--- config.mk ---
export PLATFORM = sky130hd
export DESIGN_NAME = conv_mac_array_flat
export DESIGN_NICKNAME = d
export VERILOG_FILES = /design/src/rtl/cnn_pkg.sv /design/src/rtl/conv_mac_array_if.sv /design/src/rtl/conv_mac_lane.sv /design/src/rtl/conv_mac_array.sv /design/src/flat_wrapper.sv
export SDC_FILE = /design/constraint.sdc
export NUM_CORES = 1
export LEC_CHECK = 0
export ABC_AREA = 1
export CAP_MARGIN = 30
export CORE_UTILIZATION = 30
export CTS_CLUSTER_DIAMETER = 60
export DETAILED_ROUTE_END_ITERATION = 6
export HOLD_SLACK_MARGIN = 0.02
export SLEW_MARGIN = 20
export SYNTH_ARGS = -nofsm -noshare
export SYNTH_HDL_FRONTEND = slang
export SYNTH_SLANG_ARGS = --single-unit
--- constraint.sdc ---
create_clock -name clk -period 7.1 [get_ports clk]
set_clock_uncertainty 0.05 [all_clocks]
set_input_delay 0.71 -clock clk [delete_from_list [all_inputs] [get_ports clk]]
set_output_delay 0.71 -clock clk [all_outputs]
set_load 0.1 [all_outputs]
--- src/rtl/cnn_pkg.sv ---
// Shared types and helpers for the CNN MAC array.
// FSM encoding, index widths and the requantise function.
package cnn_pkg;

    typedef enum logic [1:0] {
        IDLE,
        RUN,
        OUT,
        FIN
    } macStateT;

    function automatic int clog2(input int v);
        int r;
        r = 0;
        for (int i = 0; i < 31; i++) begin
            if ((1 << i) < v) r = i + 1;
        end
        return r;
    endfunction

    // Index width that never collapses to zero bits.
    function automatic int idxW(input int v);
        return (v > 1) ? clog2(v) : 1;
    endfunction

    // Arithmetic shift, optional ReLU, then clamp to a signed ow-bit range.
    function automatic logic signed [63:0] requant(
        input logic signed [63:0] acc,
        input int                 sh,
        input int                 ow,
        input logic               relu
    );
        logic signed [63:0] v;
        logic signed [63:0] hi;
        logic signed [63:0] lo;
        v  = acc >>> sh;
        hi = (64'sd1 <<< (ow - 1)) - 64'sd1;
        lo = -hi - 64'sd1;
        if (relu && v < 0) v = '0;
        if (v > hi) v = hi;
        else if (v < lo) v = lo;
        return v;
    endfunction

endpackage

--- src/rtl/conv_mac_array_if.sv ---
// Activation input and OFM output streams of the MAC array.
interface conv_mac_array_if #(
    parameter int N  = 4,
    parameter int DW = 8,
    parameter int OW = 8,
    parameter int AW = 8
) ();

    logic                 act_valid;
    logic                 act_ready;
    logic signed [DW-1:0] act_data;

    logic                 ofm_valid;
    logic                 ofm_ready;
    logic [N*OW-1:0]      ofm_data;
    logic [AW-1:0]        ofm_addr;

    modport master (
        output act_valid,
        output act_data,
        input  act_ready,
        input  ofm_valid,
        input  ofm_data,
        input  ofm_addr,
        output ofm_ready
    );

    modport slave (
        input  act_valid,
        input  act_data,
        output act_ready,
        output ofm_valid,
        output ofm_data,
        output ofm_addr,
        input  ofm_ready
    );

endinterface

--- src/rtl/conv_mac_lane.sv ---
// One filter lane: K local weights, signed MAC and requantised output.
module conv_mac_lane
    import cnn_pkg::*;
#(
    parameter int DW    = 8,
    parameter int K     = 9,
    parameter int OW    = 8,
    parameter int SHIFT = 4,
    localparam int KW   = idxW(K)
) (
    input  logic                 clk,
    input  logic                 reset,
    input  logic                 wrEn,
    input  logic [KW-1:0]        wrAddr,
    input  logic signed [DW-1:0] wrData,
    input  logic [KW-1:0]        tap,
    input  logic                 accEn,
    input  logic                 accClr,
    input  logic signed [DW-1:0] act,
    input  logic                 relu,
    output logic signed [OW-1:0] q
);

    localparam int ACC_W = 2 * DW + clog2(K);

    logic signed [DW-1:0]    wt [K];
    logic signed [DW-1:0]    wCur;
    logic signed [ACC_W-1:0] wExt;
    logic signed [ACC_W-1:0] aExt;
    logic signed [ACC_W-1:0] prod;
    logic signed [ACC_W-1:0] acc;

    // Weights survive reset so a run can be repeated after an abort.
    always_ff @(posedge clk) begin
        if (wrEn && 32'(wrAddr) < K) begin
            wt[wrAddr] <= wrData;
        end
    end

    assign wCur = wt[tap];
    assign wExt = {{(ACC_W-DW){wCur[DW-1]}}, wCur};
    assign aExt = {{(ACC_W-DW){act[DW-1]}}, act};
    assign prod = wExt * aExt;

    always_ff @(posedge clk or negedge reset) begin
        if (!reset) begin
            acc <= '0;
        end else if (accClr) begin
            acc <= '0;
        end else if (accEn) begin
            acc <= acc + prod;
        end
    end

    assign q = OW'(requant(64'(acc), SHIFT, OW, relu));

endmodule

--- src/rtl/conv_mac_array.sv ---
// N-lane convolution MAC array: shared activation stream, per-lane weights,
// one requantised OFM word per output pixel.
module conv_mac_array
    import cnn_pkg::*;
#(
    parameter int N     = 4,
    parameter int DW    = 8,
    parameter int K     = 9,
    parameter int OW    = 8,
    parameter int SHIFT = 4,
    parameter int AW    = 8,
    localparam int LW   = idxW(N),
    localparam int KW   = idxW(K)
) (
    input  logic                 clk,
    input  logic                 reset,
    input  logic                 start,
    input  logic                 relu_en,
    input  logic [AW-1:0]        num_out,
    output logic                 ready,
    output logic                 done,
    input  logic                 wt_we,
    input  logic [LW-1:0]        wt_lane,
    input  logic [KW-1:0]        wt_addr,
    input  logic signed [DW-1:0] wt_data,
    conv_mac_array_if.slave      bus
);

    macStateT      state;
    macStateT      nxt;
    logic [KW-1:0] tap;
    logic [AW-1:0] addr;
    logic [AW-1:0] numOut;
    logic          reluReg;
    logic          accEn;
    logic          accClr;
    logic          wrEn;
    logic          lastTap;
    logic          lastOut;
    logic          ofmFire;

    assign lastTap = (tap == KW'(K - 1));
    assign lastOut = (addr == numOut - AW'(1));
    assign ofmFire = (state == OUT) && bus.ofm_ready;
    assign wrEn    = wt_we && (state == IDLE);

    always_comb begin
        nxt    = state;
        accEn  = 1'b0;
        accClr = 1'b0;
        unique case (state)
            IDLE: begin
                if (start) begin
                    accClr = 1'b1;
                    nxt    = (num_out == '0) ? FIN : RUN;
                end
            end
            RUN: begin
                if (bus.act_valid) begin
                    accEn = 1'b1;
                    if (lastTap) nxt = OUT;
                end
            end
            OUT: begin
                if (bus.ofm_ready) begin
                    accClr = 1'b1;
                    nxt    = lastOut ? FIN : RUN;
                end
            end
            FIN: begin
                nxt = IDLE;
            end
            default: begin
                nxt = IDLE;
            end
        endcase
    end

    always_ff @(posedge clk or negedge reset) begin
        if (!reset) begin
            state <= IDLE;
        end else begin
            state <= nxt;
        end
    end

    always_ff @(posedge clk or negedge reset) begin
        if (!reset) begin
            tap     <= '0;
            addr    <= '0;
            numOut  <= '0;
            reluReg <= 1'b0;
        end else begin
            if (state == IDLE && start) begin
                tap     <= '0;
                numOut  <= num_out;
                reluReg <= relu_en;
            end
            if (state == RUN && bus.act_valid && !lastTap) begin
                tap <= tap + KW'(1);
            end
            if (ofmFire) begin
                tap  <= '0;
                addr <= addr + AW'(1);
            end
            if (state == FIN) begin
                addr <= '0;
            end
        end
    end

    assign ready         = (state == IDLE);
    assign done          = (state == FIN);
    assign bus.act_ready = (state == RUN);
    assign bus.ofm_valid = (state == OUT);
    assign bus.ofm_addr  = addr;

    for (genvar i = 0; i < N; i++) begin : gLane
        logic signed [OW-1:0] laneQ;

        conv_mac_lane #(
            .DW    (DW),
            .K     (K),
            .OW    (OW),
            .SHIFT (SHIFT)
        ) uLane (
            .clk    (clk),
            .reset  (reset),
            .wrEn   (wrEn && (wt_lane == LW'(i))),
            .wrAddr (wt_addr),
            .wrData (wt_data),
            .tap    (tap),
            .accEn  (accEn),
            .accClr (accClr),
            .act    (bus.act_data),
            .relu   (reluReg),
            .q      (laneQ)
        );

        assign bus.ofm_data[i*OW +: OW] = laneQ;
    end

endmodule

--- src/flat_wrapper.sv ---
// flat-port wrapper written by rule: the top's interface ports become plain ports
module conv_mac_array_flat import cnn_pkg::*;
#(
    parameter int N     = 4,
    parameter int DW    = 8,
    parameter int K     = 9,
    parameter int OW    = 8,
    parameter int SHIFT = 4,
    parameter int AW    = 8,
    localparam int LW   = idxW(N),
    localparam int KW   = idxW(K)
)
  (clk, reset, start, relu_en, num_out, ready, done, wt_we, wt_lane, wt_addr, wt_data, bus_act_valid, bus_act_data, bus_act_ready, bus_ofm_valid, bus_ofm_data, bus_ofm_addr, bus_ofm_ready);
  conv_mac_array_if #(.N(N), .DW(DW), .OW(OW), .AW(AW)) bus_i ();
  input  logic clk;
  input  logic reset;
  input  logic start;
  input  logic relu_en;
  input  logic [AW-1:0] num_out;
  output logic ready;
  output logic done;
  input  logic wt_we;
  input  logic [LW-1:0] wt_lane;
  input  logic [KW-1:0] wt_addr;
  input  logic signed [DW-1:0] wt_data;
  input wire logic [$bits(bus_i.act_valid)-1:0] bus_act_valid;
  input wire logic [$bits(bus_i.act_data)-1:0] bus_act_data;
  output wire logic [$bits(bus_i.act_ready)-1:0] bus_act_ready;
  output wire logic [$bits(bus_i.ofm_valid)-1:0] bus_ofm_valid;
  output wire logic [$bits(bus_i.ofm_data)-1:0] bus_ofm_data;
  output wire logic [$bits(bus_i.ofm_addr)-1:0] bus_ofm_addr;
  input wire logic [$bits(bus_i.ofm_ready)-1:0] bus_ofm_ready;
  assign bus_i.act_valid = bus_act_valid;
  assign bus_i.act_data = bus_act_data;
  assign bus_act_ready = bus_i.act_ready;
  assign bus_ofm_valid = bus_i.ofm_valid;
  assign bus_ofm_data = bus_i.ofm_data;
  assign bus_ofm_addr = bus_i.ofm_addr;
  assign bus_i.ofm_ready = bus_ofm_ready;
  conv_mac_array #(.N(N), .DW(DW), .K(K), .OW(OW), .SHIFT(SHIFT), .AW(AW)) u_core (.clk(clk), .reset(reset), .start(start), .relu_en(relu_en), .num_out(num_out), .ready(ready), .done(done), .wt_we(wt_we), .wt_lane(wt_lane), .wt_addr(wt_addr), .wt_data(wt_data), .bus(bus_i));
endmodule
==> impl_metrics.json <==
{
  "status": "complete, no violations",
  "worst_setup_path_start_kind": "flip-flop",
  "finalMaxSlewViolations": 0,
  "overflow": 0,
  "setup_viol": 0,
  "h-tree-depth": 2,
  "timing.rr.start": "u_core.tap[0]",
  "wirelength_um": 80300,
  "async_flop_share_pct": 26.3,
  "slew_headroom_pct": 33.3,
  "wl_per_cell_um": 16.7,
  "hold_viol_final": 0,
  "place_hpwl_um": 58900,
  "die_h_um": 324,
  "hold_slack_ns": 0.107,
  "worst_pin_slew_ns": 0.998,
  "critical_path.endpoint": "u_core.gLane[0].uLane.acc[19]",
  "drtIter0Drc": 1908,
  "final_cells": 4806,
  "area_growth_syn_to_layout_pct": 14.3,
  "core_um2": 102000,
  "clkLatencyLatePin_ns": 0.64,
  "grt_use_total_pct": 15.7,
  "critical_path_class": "flip-flop to flip-flop",
  "ys_types": 48,
  "wl_met2_um": 38000,
  "period_minus_slack_ns": 6.48,
  "rsz0062_at_grt": "false",
  "path_common_cell": "inv_1",
  "yosys_warnings": 0,
  "clockRootBuffer": "clkbuf_16",
  "timing.rr.end": "u_core.gLane[0].uLane.acc[19]",
  "dp_cells": 4703,
  "max_freq_mhz": 154,
  "cp-startpoint": "u_core.tap[0]",
  "yosysSeqAreaShare_pct": 36.0,
  "maxCapViolations": 0,
  "clock-sinks": 391,
  "fin_ws_ns": 0.616,
  "cts_hold_buffers": 0,
  "synth_area_um2": 31200,
  "critPathMaxFanout": 32,
  "grt_pass1_vias": 22900,
  "ys_ff_latch": 391,
  "synth-main-ff-cell": "edfxtp_1",
  "gp_congestion": 0.905,
  "rows": 117,
  "antenna_found_initial": 5,
  "drc": 0,
  "slowest_delay_ns": 0.60,
  "synth_edf_count": 288,
  "reg2reg_slack_ns": 0.62,
  "grt_pass1_wl_um": 130000,
  "postCtsSetupBuffers": 0,
  "cts_tree": "built",
  "worstSetupEndpointType": "flip-flop",
  "first_pass_iters": 6,
  "numCtsBuffers": 53,
  "layout.nets": 3968,
  "syn_avg_cell_area_um2": 9.45,
  "route.met3.wl_um": 4190,
  "vias_per_cell": 4.67,
  "clkTransAtPathRegs_ns": 0.06,
  "hp-class": "input pin to async pin",
  "die-area_um2": 105000,
  "top_layer": "met5",
  "cp.required_ns": 7.52,
  "die_x_um": 324,
  "reg2reg_depth": 28,
  "ctsResizeCount": 0,
  "cp.arrival_ns": 6.90,
  "cp_slowest_cell": "fa_1",
  "place_ws_ns": 0.628,
  "io-pin-count": 81,
  "port_buffers": 80,
  "synth_fp_nets": 3876,
  "netlist_instances": 3299,
  "vias": 22400,
  "grt_start_max_net_pins": 137,
  "cts_buffer_depth": 3,
  "wl_met1_um": 35900,
  "start_util_pct": 30.4,
  "min_period_over_period_pct": 91.3,
  "postRouteAntennaNets": 0,
  "setup_tns_ns": 0,
  "drive_above_1_share_pct": 6.84
}
-- through the flow --
step           cell area [µm²]  utilization (%)
2_1_floorplan            31200                -
3_3_place_gp             33600             32.8
3_5_place_dp             33800             32.9
4_1_cts                  35600             34.8
5_1_grt                  35600             34.8
6_report                 35600             34.8
-- area by class of cell --
cell class	count	area (µm²)
Inverter	572	2150
Multi-Input combinational cell	2241	17300
Tap cell	1368	1710
Timing Repair Buffer	132	1370
Fill cell	10400	66800
Clock buffer	63	1380
Antenna cell	2	5.00
Sequential cell	391	11200
Clock inverter	37	498
-- cells in the mapped netlist, types with 18 or more instances --
cell	n	area (µm²)
ha_1	188	2350
a21oi_1	97	485
inv_2	36	135
o21ai_2	24	210
o21ai_0	211	1060
nand4_1	19	119
o21ai_1	18	90.1
dfrtp_1	103	2580
o211ai_1	61	458
nand2_1	532	2000
edfxtp_1	288	8650
nor2_1	469	1760
buf_2	34	170
inv_1	534	2000
fa_1	352	7050
nand3_1	144	721
clkbuf_1	33	124
-- layer usage --
layer	vias up	global-route usage, %
met5	-	0
met4	8	4.42
met3	116	2.44
met2	504	26.0
met1	11000	21.1
li1	10800	-
-- worst max-delay path: cells and delay by family (launching register included) --
kind | cells | cell delay [ns]
adder cells (fa/ha/maj) | 6 | 2.70
AO/OA/AOI/OAI | 4 | 0.59
AND/OR/NAND/NOR | 10 | 1.35
buffers and inverters | 8 | 1.10
flip-flops | 1 | 0.51
-- state kept, by name, indices dropped and copies added (netlist names) --
name and flops:
u_core.bus.ofm_addr 8, u_core.gLane.uLane.acc 80, u_core.gLane.uLane.wt 288, u_core.numOut 8
u_core.reluReg 1, u_core.state 2, u_core.tap 4
-- kinds of logic (layout without fill, tap and decap cells) --
kind of cell / after synthesis / count (layout) / share of synthesized area [%]
and+or+nand+nor: 1218 / 1218 / 15.9
buffers and inverters: 667 / 804 / 8.57
adders and majority gates: 540 / 540 / 30.1
AOI/OAI and AO/OA: 451 / 451 / 8.39
DFF: 391 / 391 / 36.0
xor gates and xnor gates: 32 / 32 / 0.943
other: 0 / 2 / 0
-- cell usage in the layout, fill, tap and decap left out, types with 6 or more instances in the layout --
cell type / instances
nand3_1: 144
inv_6: 8
a21oi_1: 97
xor2_1: 14
o21a_1: 8
o21ai_2: 24
o21ai_0: 211
o22ai_1: 11
nor3_1: 14
bufinv_16: 8
clkbuf_16: 53
o211ai_1: 61
nand4_1: 19
fa_1: 352
dfrtp_1: 101
clkbuf_1: 8
xnor2_1: 17
ha_1: 188
nand3b_1: 9
clkinv_2: 7
buf_16: 6
nand2_1: 532
inv_1: 533
edfxtp_1: 288
nor2_2: 8
inv_2: 37
buf_4: 40
o21ai_1: 18
clkdlybuf4s50_1: 79
nor2_1: 469
-- worst min path at each step --
| stage | cells after the start | slack (ns) | to |
|---|---|---|---|
| 6_report | 1 | 0.11 | u_core.gLane[1].uLane.acc[13] |
| 5_1_grt | 1 | 0.14 | u_core.tap[3] |
| 3_5_place_dp | 1 | 0.44 | u_core.gLane[2].uLane.acc[0] |
| 3_3_place_gp | 2 | 0.44 | u_core.numOut[7] |
| 4_1_cts | 1 | 0.11 | u_core.gLane[0].uLane.acc[5] |
| 2_1_floorplan | 0 | 0.36 | u_core.bus.ofm_addr[0] |
Power is left out: the tool's default activity adds up to more than one toggle a clock period on the data nets, which glitch-free logic cannot reach.
